--- config.mk ---
export PLATFORM = sky130hd
export DESIGN_NAME = multiplier
export DESIGN_NICKNAME = d
export VERILOG_FILES = /design/src/rtl/multiplier.sv
export SDC_FILE = /design/constraint.sdc
export NUM_CORES = 1
export LEC_CHECK = 0
export BUFFER_PORTS_ARGS = -buffer_cell sky130_fd_sc_hd__buf_2
export CORE_MARGIN = 3
export CORE_UTILIZATION = 45
export DETAILED_ROUTE_END_ITERATION = 12
export SLEW_MARGIN = 20
export SYNTH_ARGS = -nofsm -noshare
export SYNTH_HDL_FRONTEND = slang
export SYNTH_SLANG_ARGS = --single-unit
--- constraint.sdc ---
create_clock -name clk -period 5.4 [get_ports clk]
set_input_delay 0.54 -clock clk [delete_from_list [all_inputs] [get_ports clk]]
set_output_delay 0.54 -clock clk [all_outputs]
set_load 0.05 [all_outputs]
--- src/rtl/multiplier.sv ---
// Iterative 64x64 -> 128-bit shift-add multiplier with stall-based handshake.
// Operands are reduced to magnitudes on accept, multiplied unsigned over a
// fixed 64 steps, and the sign is reapplied once on the final step.
module multiplier (
  input  logic          clk,
  input  logic          rst_n,
  input  logic          in_valid,
  input  logic          flush,
  input  logic [63:0]   a,
  input  logic [63:0]   b,
  input  logic          a_signed,
  input  logic          b_signed,
  output logic          stallreq,
  output logic          out_valid,
  output logic [63:0]   result_hi,
  output logic [63:0]   result_lo
);

  localparam int unsigned W  = 64;
  localparam int unsigned PW = 2 * W;
  localparam int unsigned CW = 6;

  localparam logic [1:0] ST_IDLE = 2'd0;
  localparam logic [1:0] ST_BUSY = 2'd1;
  localparam logic [1:0] ST_DONE = 2'd2;

  logic [1:0]    state;
  logic [1:0]    state_next;
  logic [CW-1:0] cnt;
  logic [PW-1:0] p;
  logic [W-1:0]  b_abs;
  logic          neg;

  logic          accept;
  logic          step;
  logic          last;
  logic [W-1:0]  a_mag;
  logic [W-1:0]  b_mag;
  logic [W:0]    sum;
  logic [PW-1:0] p_step;
  logic [PW-1:0] p_neg;

  assign accept = (state == ST_IDLE) & in_valid & ~flush;
  assign step   = (state == ST_BUSY) & ~flush;
  assign last   = step & (cnt == '0);

  // Magnitudes; 0x8000... negates to itself, which reads correctly as 2^63 unsigned
  assign a_mag = (a_signed & a[W-1]) ? (~a + W'(1)) : a;
  assign b_mag = (b_signed & b[W-1]) ? (~b + W'(1)) : b;

  // One shift-add step: conditional add into the high half, then shift right
  assign sum    = {1'b0, p[PW-1:W]} + (p[0] ? {1'b0, b_abs} : {(W+1){1'b0}});
  assign p_step = {sum, p[W-1:1]};
  assign p_neg  = ~p_step + PW'(1);

  // Stall while a request is being taken or the iteration is running
  assign stallreq = accept | (state == ST_BUSY);

  // State register
  always_ff @(posedge clk or negedge rst_n) begin
    if (!rst_n) begin
      state <= ST_IDLE;
    end else begin
      state <= state_next;
    end
  end

  // Next-state logic; flush overrides every transition
  always_comb begin
    state_next = state;
    case (state)
      ST_IDLE: if (accept) state_next = ST_BUSY;
      ST_BUSY: if (last)   state_next = ST_DONE;
      ST_DONE: state_next = ST_IDLE;
      default: state_next = ST_IDLE;
    endcase
    if (flush) state_next = ST_IDLE;
  end

  // Completion pulse, registered so it depends only on state
  always_ff @(posedge clk or negedge rst_n) begin
    if (!rst_n) begin
      out_valid <= 1'b0;
    end else begin
      out_valid <= (state_next == ST_DONE);
    end
  end

  // Operand latch, iteration datapath and result capture
  always_ff @(posedge clk or negedge rst_n) begin
    if (!rst_n) begin
      p         <= '0;
      b_abs     <= '0;
      neg       <= 1'b0;
      cnt       <= '0;
      result_hi <= '0;
      result_lo <= '0;
    end else if (accept) begin
      p     <= {{W{1'b0}}, a_mag};
      b_abs <= b_mag;
      neg   <= (a_signed & a[W-1]) ^ (b_signed & b[W-1]);
      cnt   <= CW'(W - 1);
    end else if (step) begin
      p   <= p_step;
      cnt <= cnt - CW'(1);
      if (last) begin
        {result_hi, result_lo} <= neg ? p_neg : p_step;
      end
    end
  end

endmodule

* Word level (Yosys, flattened, before mapping)
Cells that the tools add are included.
** Cells by class
- Add/sub/neg operators :: 5
- Eq/ne operators :: 2
- Mux-type cells :: 12
- Bitwise logic cells :: 13
- Reduce and logical (&&, ||, !) cells :: 4
** Operator list (count)
- $mux 128 :: 3
- $mux 64 :: 3
- $add 128x1->128 const B :: 1
- $add 64x1->64 const B :: 2
- $not 128->128 :: 1
- $not 64->64 :: 2
- $add 64x64->65 :: 1
- $mux 6 :: 2
- $and 1x1->1 :: 6
- $logic_not 6->1 :: 1
- $mux 2 :: 3
- $sub 6x1->6 const B :: 1
- $pmux 2 s2 :: 1
- $reduce_and 3->1 :: 1
- $eq 2x1->1 const B :: 1
- $eq 2x2->1 const B :: 1
- $logic_not 2->1 :: 1
- $not 1->1 :: 2
- $reduce_bool 2->1 :: 1
- $or 1x1->1 :: 1
- $xor 1x1->1 :: 1
** Word-level totals
- Register bits :: 330
- Logic and storage cells :: 44

* Longest topological paths before layout
- Word-level depth :: 7
- Depth in mapped cells :: 19

* Worst setup path before layout
Ideal clock, no wire load.
- Path kind :: register to register
- Start :: register p[0]
- End :: register result_hi[58]
- Arrival time :: 4.549 ns
- Data required time :: 5.318 ns
- Slack :: 0.769 ns
- Cell stages (with the launch flop) :: 19
- Buffers on the path :: 2
- Clock period less this slack :: 4.631 ns
- Cells stage by stage :: dfrtp_1 > clkbuf_1 > and2_1 > ha_1 > inv_1 > fa_1 > and2b_4 > o2111ai_4 > a2111oi_4 > nor3_1 > and4b_1 > or3_4 > a31oi_1 > or4b_1 > buf_2 > or4_4 > nor4_2 > a31oi_1 > o22ai_1
** Between the ends
- Cells in the longest elaborated chain, start to end :: 5
** Ends and longest elaborated chain
- from (decl) :: RTL line 30 : logic [PW-1:0] p;
- from (signal assigned) :: RTL line 99 : p <= {{W{1'b0}}, a_mag};
- from (signal assigned) :: RTL line 104 : p <= p_step;
- $mux 64 * :: RTL line 52 : assign sum = {1'b0, p[PW-1:W]} + (p[0] ? {1'b0, b_abs} : {(W+1){1'b0}});
- $add 64x64->65 * :: RTL line 52
- $not 128->128 :: RTL line 54 : assign p_neg = ~p_step + PW'(1);
- $add 128x1->128 :: RTL line 54
- $mux 128 * :: RTL line 107 : {result_hi, result_lo} <= neg ? p_neg : p_step;
- to (signal assigned) :: RTL line 107
- to (decl) :: RTL line 15 : output logic [63:0] result_hi,
Every way passes the cells marked *; elsewhere a longest branch is shown, timed or not.
A chain may end at the register's enable or synchronous reset.

* Worst setup path after layout
Ends and elaborated chain as after synthesis.

==> metrics.md <==
| Metric | Value |
|---|---|
| Run status | `complete, no violations` |
| H-tree Lvls | `2` |
| # port buffers | `between 200 and 300` |
| Die Ht | `around 230 um` |
| Final setup margin | `between 150 and 200 ps` |
| Cell area after layout | `roughly 27,000 um2` |
| Post-Synthesis Cells | `roughly 2,800` |
| Synth Net Count | `approximately 3,000` |
| Synth warn | `0` |
| Layout cells sized above 1 | `0.170` |
| Final-report setup violation count | `0` |
| Slew HR | `0.302` |
| Max Transition Viols Final | `0` |
| Root Driver | `clkbuf_16` |
| FILL cells | `a little under 5,000` |
| Max Fclk | `roughly 190 MHz` |
| Core ar. | `50,700 um2` |
| Placed cells | `3,716` |
| GRT overflow | `0` |
| Seq/Total Area, Yosys | `0.354` |
| Critical path endpoint category | `register` |
| Worst Tran Pin Value | `~1000 ps` |
| Mapped Avg Cell Area | `8.27 um2` |
| Seq cells post-synth | `330` |
| GRT Total Usage | `0.311` |
| Reg-to-reg setup timing slack | `roughly 180 ps` |
| First-pass GRT wire length | `roughly 130,000 um` |
| Unrepaired setup endpoints after global routing | `false` |
| Drt first pass iters | `7` |
| PD cells | `between 300 and 400 nW/um2` |
| Startpoint Class | `register` |
| Most used DFF post-synth | `dfrtp_1` |
| Final routed DRC violation total | `0` |
| Clk sink count | `330` |
| CP peak stage delay | `630 ps` |
| DP HPWL | `66,000 um` |
| Final hold vios | `0` |
| Worst hold path startpoint | `b[63]` |
| Remaining antenna violation count | `0` |
| Min-delay worst type | `in -> reg` |
| Nets | `roughly 3,300` |
| Netlist Area Pre-Place | `23,300 um2` |
| Number of global-route vias before repair | `between 20,000 and 25,000` |
| Clock latency at the later pin of the worst-skew pair | `570 ps` |
| Crit path from | `p[0]$_DFFE_PN0P_` |
| Lkg Pwr | `0.0119 uW` |
| Clk buf depth | `3` |
| Final Non-Filler Cells | `3,786` |
| Largest net degree at the start of global routing | `between 100 and 150` |
| CP most frequent cell | `a31oi_1` |
| Max_cap viols | `0` |
| Site Rows | `82` |
| Tcrit/Tclk final | `0.967` |
| Final setup TNS | `0 ps` |
| TritonCTS clock tree | `yes` |
| Critical path's slowest cell | `a2111oi_4` |
| Initial Utilization | `0.460` |
| Initial DRC Count | `just under 2,000` |
| EDFF count, synth | `0` |
| Post-synth ARST share | `1.00` |
| DRT Wirelength | `around 86,000 um` |
| Reg2Reg Launch Point | `p[0]$_DFFE_PN0P_` |
| Clock slew at reported path FFs | `approximately 60 ps` |
| CP Cell Sequence | `buf_6 -> nand2_1 -> fa_1 -> and2b_4 -> o2111ai_4 -> a2111oi_4 -> nor3_1 -> and4b_1 -> or3_4 -> a31oi_1 -> or4b_1 -> or4_4 -> nor4_2 -> a31oi_1 -> o22ai_1` |
| Die area | `between 50,000 and 60,000 um2` |
| Yosys cell types | `a little under 100` |
| Syn-to-layout area delta | `16.6%` |
| Initial antenna violation count | `1` |
| Total CTS buffers | `40` |
| Worst Path Arrival | `5700 ps` |
| Kind of critical path | `reg -> reg` |
| Crit Path Max Fanout | `35` |
| Avg WL per Cell | `between 20 and 25 um` |
| Detailed-route via count | `roughly 23,000` |
| IO Pins | `264` |
| Post-place setup slack | `147 ps` |
| Post-DP Area | `25,800 um2` |
| Die W | `~230 um` |
| Layout Skew | `between 15 and 20 ps` |
| N_diodes | `0` |
| GPL Wtd Cong | `just under 1` |
| Max VDD drop | `232 uV` |
| Critical Path RT | `just under 6000 ps` |
| Via density | `around 6` |
| Final Critical Period | `between 5000 and 6000 ps` |
[stage by stage]
step,util,power [uW],hold WS [ps]
4_1_cts,0.534,9340,229
2_1_floorplan,-,5300,244
3_5_place_dp,0.509,6610,466
5_1_grt,0.536,9860,268
3_3_place_gp,0.509,6570,458
6_report,0.536,9360,260
[worst max-delay path: cells and delay by family (launching register included)]
| family | cells | cell delay, ps |
|---|---|---|
| compound gates | 5 | 1370 |
| simple gates | 8 | 2680 |
| buf+inv | 1 | 240 |
| fa+ha+maj | 1 | 450 |
| flops | 1 | 370 |
[metal layers]
layer | share of wire | routed length (um) | track usage | vias to the layer above
li1 | - | - | - | 10800
met1 | 0.47 | 40800 | 0.460 | 11000
met2 | 0.45 | 38700 | 0.489 | 725
met3 | 0.055 | 4730 | 0.0313 | 99
met4 | 0.022 | 1930 | 0.0700 | 0
met5 | 0 | 0 | 0 | -
[cell usage after synthesis (36+ instances only)]
| master | count | share of area |
|---|---|---|
| nand2_1 | 404 | 0.065 |
| o21ai_0 | 402 | 0.086 |
| dfrtp_1 | 330 | 0.35 |
| xor2_1 | 167 | 0.063 |
| nor2_1 | 150 | 0.024 |
| a21oi_1 | 137 | 0.029 |
| clkbuf_1 | 131 | 0.021 |
| xnor2_1 | 113 | 0.042 |
| and2_1 | 88 | 0.024 |
| ha_1 | 68 | 0.037 |
| a22oi_1 | 63 | 0.020 |
| nor3_1 | 63 | 0.014 |
| o31ai_1 | 56 | 0.018 |
| nand4_1 | 46 | 0.012 |
| a22o_1 | 41 | 0.015 |
| nand3_1 | 40 | 0.0086 |
| inv_1 | 36 | 0.0058 |
[worst paths after layout]
check / endpoint / cells past startpoint
max reg2reg: result_hi[58]$_DFFE_PN0P_ / 15
min: b_abs[63]$_DFFE_PN0P_ / 3
max: result_hi[58]$_DFFE_PN0P_ / 15
min in group asynchronous: b_abs[47]$_DFFE_PN0P_ / 2
max in group asynchronous: neg$_DFFE_PN0P_ / 3
min reg2reg: result_lo[10]$_DFFE_PN0P_ / 2
[where the power goes]
group / switching [uW] / internal [uW] / total (uW)
clock: 1110 / 1590 / 2700
combinational: 2180 / 1340 / 3520
sequential: 348 / 2800 / 3150
[cell type report]
type,count,area [um2],share of cell area
multi-input cells,2278,14200,0.523
repair buffers,403,2450,0.0901
clock inverters,10,146,0.00539
well taps,672,841,0.0309
inverters,37,139,0.00511
clock buffers,56,1120,0.0412
flip-flops and latches,330,8260,0.304
[timing repair]
item                       4_1_cts  5_1_grt
setup buffers                    0        1
resized for setup                0       11
hold buffers                     1        0
hold endpoints to repair         4        0
setup endpoints to repair        0       21
[registers in the layout, summed over array words and instances, names as in the netlist]
register and count:
neg 1, cnt 6, p 128, out_valid 1, result_lo 64, state 2, b_abs 64, result_hi 64
[cells in the final DEF (no fill, tap or decap), types with 60 or more instances in the layout]
cell type	synthesis	routed
a21oi_1	137	137
a22oi_1	63	63
and2_1	88	88
buf_2	23	262
buf_4	5	134
dfrtp_1	330	329
ha_1	68	67
nand2_1	404	402
nor2_1	150	150
nor3_1	63	60
o21ai_0	402	401
xnor2_1	113	113
xor2_1	167	167
[kinds of logic after synthesis]
logic type	Yosys count	synth area share
compound gates	923	0.249
xor+xnor	280	0.105
fa+ha+maj	69	0.0374
buf+inv	212	0.0390
flops	330	0.354
mux	12	0.00531
simple gates	994	0.210
Power figures use the tool's default switching activity.
